<file path="src/rtl/pc_pkg.sv">
// rtl/pc_pkg.sv - shared constants and types for the program-counter register
//   PC_WIDTH        : default address width in bits
//   PC_RESET_VECTOR : default address loaded while reset is asserted
//   pc_t            : program-counter word type at the default width
package pc_pkg;

  localparam int PC_WIDTH = 32;
  localparam logic [PC_WIDTH-1:0] PC_RESET_VECTOR = 32'h0000_0000;

  typedef logic [PC_WIDTH-1:0] pc_t;

endpackage

</file>
<file path="src/rtl/pc.sv">
// rtl/pc.sv - program-counter register between the next-PC mux and instruction memory
//   clk        : rising-edge clock
//   rst        : asynchronous active-high reset, loads RESET_VALUE at once
//   proximo_Pc : next program-counter value (PC+4, branch or jump target)
//   stall      : present only when PC_STALL_EN is defined; 1 holds the current value
//   atual_Pc   : current program-counter value, straight from the register
//   Optional build macro: PC_STALL_EN
module pc
  import pc_pkg::*;
#(
  parameter int                    WIDTH       = PC_WIDTH,
  parameter logic [PC_WIDTH-1:0]   RESET_VALUE = PC_RESET_VECTOR,
  parameter bit                    FORCE_ALIGN = 1'b0
) (
  input  logic             clk,
  input  logic             rst,
  input  logic [WIDTH-1:0] proximo_Pc,
`ifdef PC_STALL_EN
  input  logic             stall,
`endif
  output logic [WIDTH-1:0] atual_Pc
);

  // Size cast truncates or zero-extends the reset address to the register width.
  localparam logic [WIDTH-1:0] RESET_W = WIDTH'(RESET_VALUE);

  // Clearing the two low bits keeps every captured address word aligned.
  localparam logic [WIDTH-1:0] ALIGN_MASK =
    FORCE_ALIGN ? {{(WIDTH-2){1'b1}}, 2'b00} : {WIDTH{1'b1}};

  logic [WIDTH-1:0] load_value;

  always_comb begin
    load_value = proximo_Pc & ALIGN_MASK;
  end

  always_ff @(posedge clk or posedge rst) begin
    if (rst) begin
      atual_Pc <= RESET_W;
`ifdef PC_STALL_EN
    end else if (!stall) begin
      atual_Pc <= load_value;
`else
    end else begin
      atual_Pc <= load_value;
`endif
    end
  end

endmodule

</file>
<file path="config.mk">
export PLATFORM = sky130hd
export DESIGN_NAME = pc
export DESIGN_NICKNAME = d
export VERILOG_FILES = /design/src/rtl/pc_pkg.sv /design/src/rtl/pc.sv
export SDC_FILE = /design/constraint.sdc
export NUM_CORES = 1
export LEC_CHECK = 0
export BUFFER_PORTS_ARGS = -buffer_cell sky130_fd_sc_hd__buf_4
export CORE_MARGIN = 4
export CORE_UTILIZATION = 39
export DETAILED_ROUTE_END_ITERATION = 10
export HOLD_SLACK_MARGIN = 0.02
export PLACE_DENSITY = 0.77
export SLEW_MARGIN = 20
export SYNTH_ARGS = -nofsm -noshare
export SYNTH_HDL_FRONTEND = slang
export SYNTH_SLANG_ARGS = --single-unit
</file>
<file path="constraint.sdc">
create_clock -name clk -period 2.65 [get_ports clk]
set_input_delay 0.795 -clock clk [delete_from_list [all_inputs] [get_ports clk]]
set_output_delay 0.795 -clock clk [all_outputs]
set_load 0.05 [all_outputs]
</file>
Word level (Yosys, flattened, before mapping)
Index checks and enable logic that the tools add are counted.

word-level totals
  register bits = 32
  input bits = 34
  logic and storage cells = 1

Logic depth before layout (Yosys ltp)
  depth after elaboration = 0
  mapped depth = 1
  gate-level depth less buffers = 1

Worst setup path after synthesis
OpenSTA, ideal clock, no wires.

  path type = register -> output
  start = register atual_Pc[0]
  end = output port atual_Pc[0]
  arrival time = 0.586 ns
  path buffers = 0
  path slack = 1.269 ns
  stages on the path, launching flop included = 1
  data required time = 1.855 ns
  cells stage by stage = dfrtp_1

RTL lines
  what                    line      RTL
  from (decl)             pc.sv:21  output logic [WIDTH-1:0] atual_Pc
  from (signal assigned)  pc.sv:45  atual_Pc <= load_value;

No word-level cell between the ends.

Final worst setup path
  start = register atual_Pc[3]
  end = output port atual_Pc[3]

No word-level cell between the ends.

==> results.py <==
metrics = {
    "run_status": {
        "status": "complete, no violations",
    },
    "cells_and_area": {
        "fin_cells": 134,
        "fillers": 143,
        "antenna_cells": 0,
        "num-multi-input-gates": 0,
        "regArea_um2": 801,
        "regMostFlops": "atual_Pc",
        "largest_reg_flops": 32,
        "final_cell_area_um2": 1390,
        "reg_top3": "atual_Pc x32",
        "synthToLayoutAreaGrowth_pct": 73.1,
        "mostFrequentLayoutCell": "buf_4",
        "final_cell_mix": "buf_4 (66), dfrtp_1 (32), clkbuf_4 (5), clkbuf_1 (2)",
        "nNetsFinal": 140,
        "drive_above_1_share_pct": 67.3,
        "multi_input_area_um2": 0,
    },
    "grt": {
        "grt_pass1_vias": 495,
        "grt_max_degree": 33,
        "antenna_found_initial": 0,
        "gr-total-overflow": 0,
        "grt_pass1_wl_um": 2210,
        "grt_use_total_pct": 12.6,
    },
    "clocking": {
        "htreeDepth": 2,
        "cts_setup_buffers": 0,
        "ctsLongestPathBuffers": 2,
        "ctsHoldBuffers": 0,
        "cts_tree": "yes",
        "clkSinkCount": 32,
        "cts_resized": 0,
        "clkSlewWorstSetupHoldPaths_ns": 0.09,
        "numCtsBuffers": 5,
        "clock-root-buffer": "clkbuf_4",
    },
    "worst_setup_path": {
        "critPathBufInv": 1,
        "crit_type": "flop to primary output",
        "cp-start-kind": "flop",
        "endpoint_kind": "primary output",
        "crit_arrival_ns": 0.88,
        "cp_data_required_time_ns": 1.86,
        "path_max_fanout": 1,
        "cpPeakStageDelay_ns": 0.38,
        "path_cells": "buf_4",
        "path_delay_family": "flip-flops",
        "crit_slowest_cell": "dfrtp_1",
    },
    "synth": {
        "ys_warn_count": 0,
        "synthXorXnorAreaFrac_pct": 0,
        "synth-simple-area-share_pct": 0,
        "synthAdderAreaFrac_pct": 0,
        "ys_seq_area_share_pct": 99.5,
        "synth_area_um2": 805,
        "synthDistinctLibCells": 2,
        "ys_top_cells_by_area": "dfrtp_1 (100%), inv_1 (0.47%)",
        "syn_inst": 33,
        "synth_top_area_share_pct": 99.5,
        "synth_top_family_by_area": "buffers and inverters",
        "ys_ff_latch": 32,
        "syn-num-nets": 67,
        "muxShareOfSynthArea_pct": 0,
        "synth_area_per_cell_um2": 24.4,
        "synth-compound-area-share_pct": 0,
        "yosys.area.top_type": "dfrtp_1",
    },
    "timing": {
        "finalCritPeriodShare_pct": 63.4,
        "setup_tns_ns": 0,
        "worstMarginPinSlew_ns": 0.378,
        "hold_viol": 0,
        "max_slew_margin_pct": 74.8,
        "fin_crit_ns": 1.68,
        "setup_viol": 0,
        "rsz0062_at_grt": "false",
        "maxSlewViolCount": 0,
        "fmax_mhz": 595,
        "hold-worst-slack_ns": 0.551,
    },
    "drt": {
        "first_pass_iters": 2,
        "drt_wl_total_um": 1710,
        "via_per_inst": 3.93,
        "ant_nets": 0,
        "vias": 526,
        "drt_iter0_drc": 5,
        "drc": 0,
        "wire_per_inst_um": 12.8,
    },
    "placed_design": {
        "port_buffers": 65,
        "dpl_cell_area_um2": 1330,
        "placedCellCount": 126,
        "gp_congestion": 0.594,
    },
    "power_and_ir_drop": {
        "powerDensity_nw_per_um2": 694,
        "power_mw": 0.967,
        "leakage_nw": 0.728,
        "ir_drop_v": 0.000413,
    },
    "floorplanning": {
        "design.core.area_um2": 1960,
        "die_w_um": 53.4,
        "fp-row-count": 16,
        "io-pin-count": 66,
        "initial_core_util_pct": 41.0,
        "die-height_um": 53.4,
        "die_area_um2": 2850,
    },
    "job": {
        "cap_violations": 0,
    },
    "hold_path": {
        "hp-class": "input port to async pin",
    },
}
[metrics by stage]
step	setup WS [ns]	utilization, %
after global placement	1.32	68.0
final	0.971	71.0
after detailed placement	1.31	68.0
after floorplan	1.16	-
after global routing	0.924	71.0
after CTS	0.949	71.0
[layout make-up]
| type | instances | area share [%] |
|---|---|---|
| clock buffer | 8 | 4.22 |
| inverter | 1 | 0.270 |
| sequential | 32 | 57.5 |
| timing repair buffer | 66 | 35.6 |
| tap | 27 | 2.43 |
[routing by layer]
layer	up-vias	global-route usage [%]	wire, um
met5	-	0	0
met4	0	10.2	44
met3	5	8.17	205
met2	41	18.0	863
met1	236	12.7	596
li1	244	-	-
[Yosys cell counts]
| master | count |
|---|---|
| inv_1 | 1 |
| dfrtp_1 | 32 |
[cell families (layout without fill, tap and decap cells)]
kind of cell	after synthesis	after routing
DFF	32	32
buffers and inverters	1	75
[where the power goes]
part           total (mW)  leakage (nW)  internal (mW)  switching [mW]
Combinational       0.179         0.322         0.0630           0.116
Sequential          0.519         0.373          0.512         0.00650
Clock               0.269        0.0326          0.131           0.139
Total               0.967         0.728          0.706           0.261
[worst max path at each step]
stage | startpoint | endpoint | cells past startpoint
floorplan | rst | atual_Pc[0]$_DFF_PP0_ | 1
global placement | atual_Pc[17]$_DFF_PP0_ | atual_Pc[17] | 1
detailed placement | atual_Pc[11]$_DFF_PP0_ | atual_Pc[11] | 1
CTS | atual_Pc[3]$_DFF_PP0_ | atual_Pc[3] | 1
global route | atual_Pc[11]$_DFF_PP0_ | atual_Pc[11] | 1
finish | atual_Pc[3]$_DFF_PP0_ | atual_Pc[3] | 1
Power figures use the tool's default switching activity.
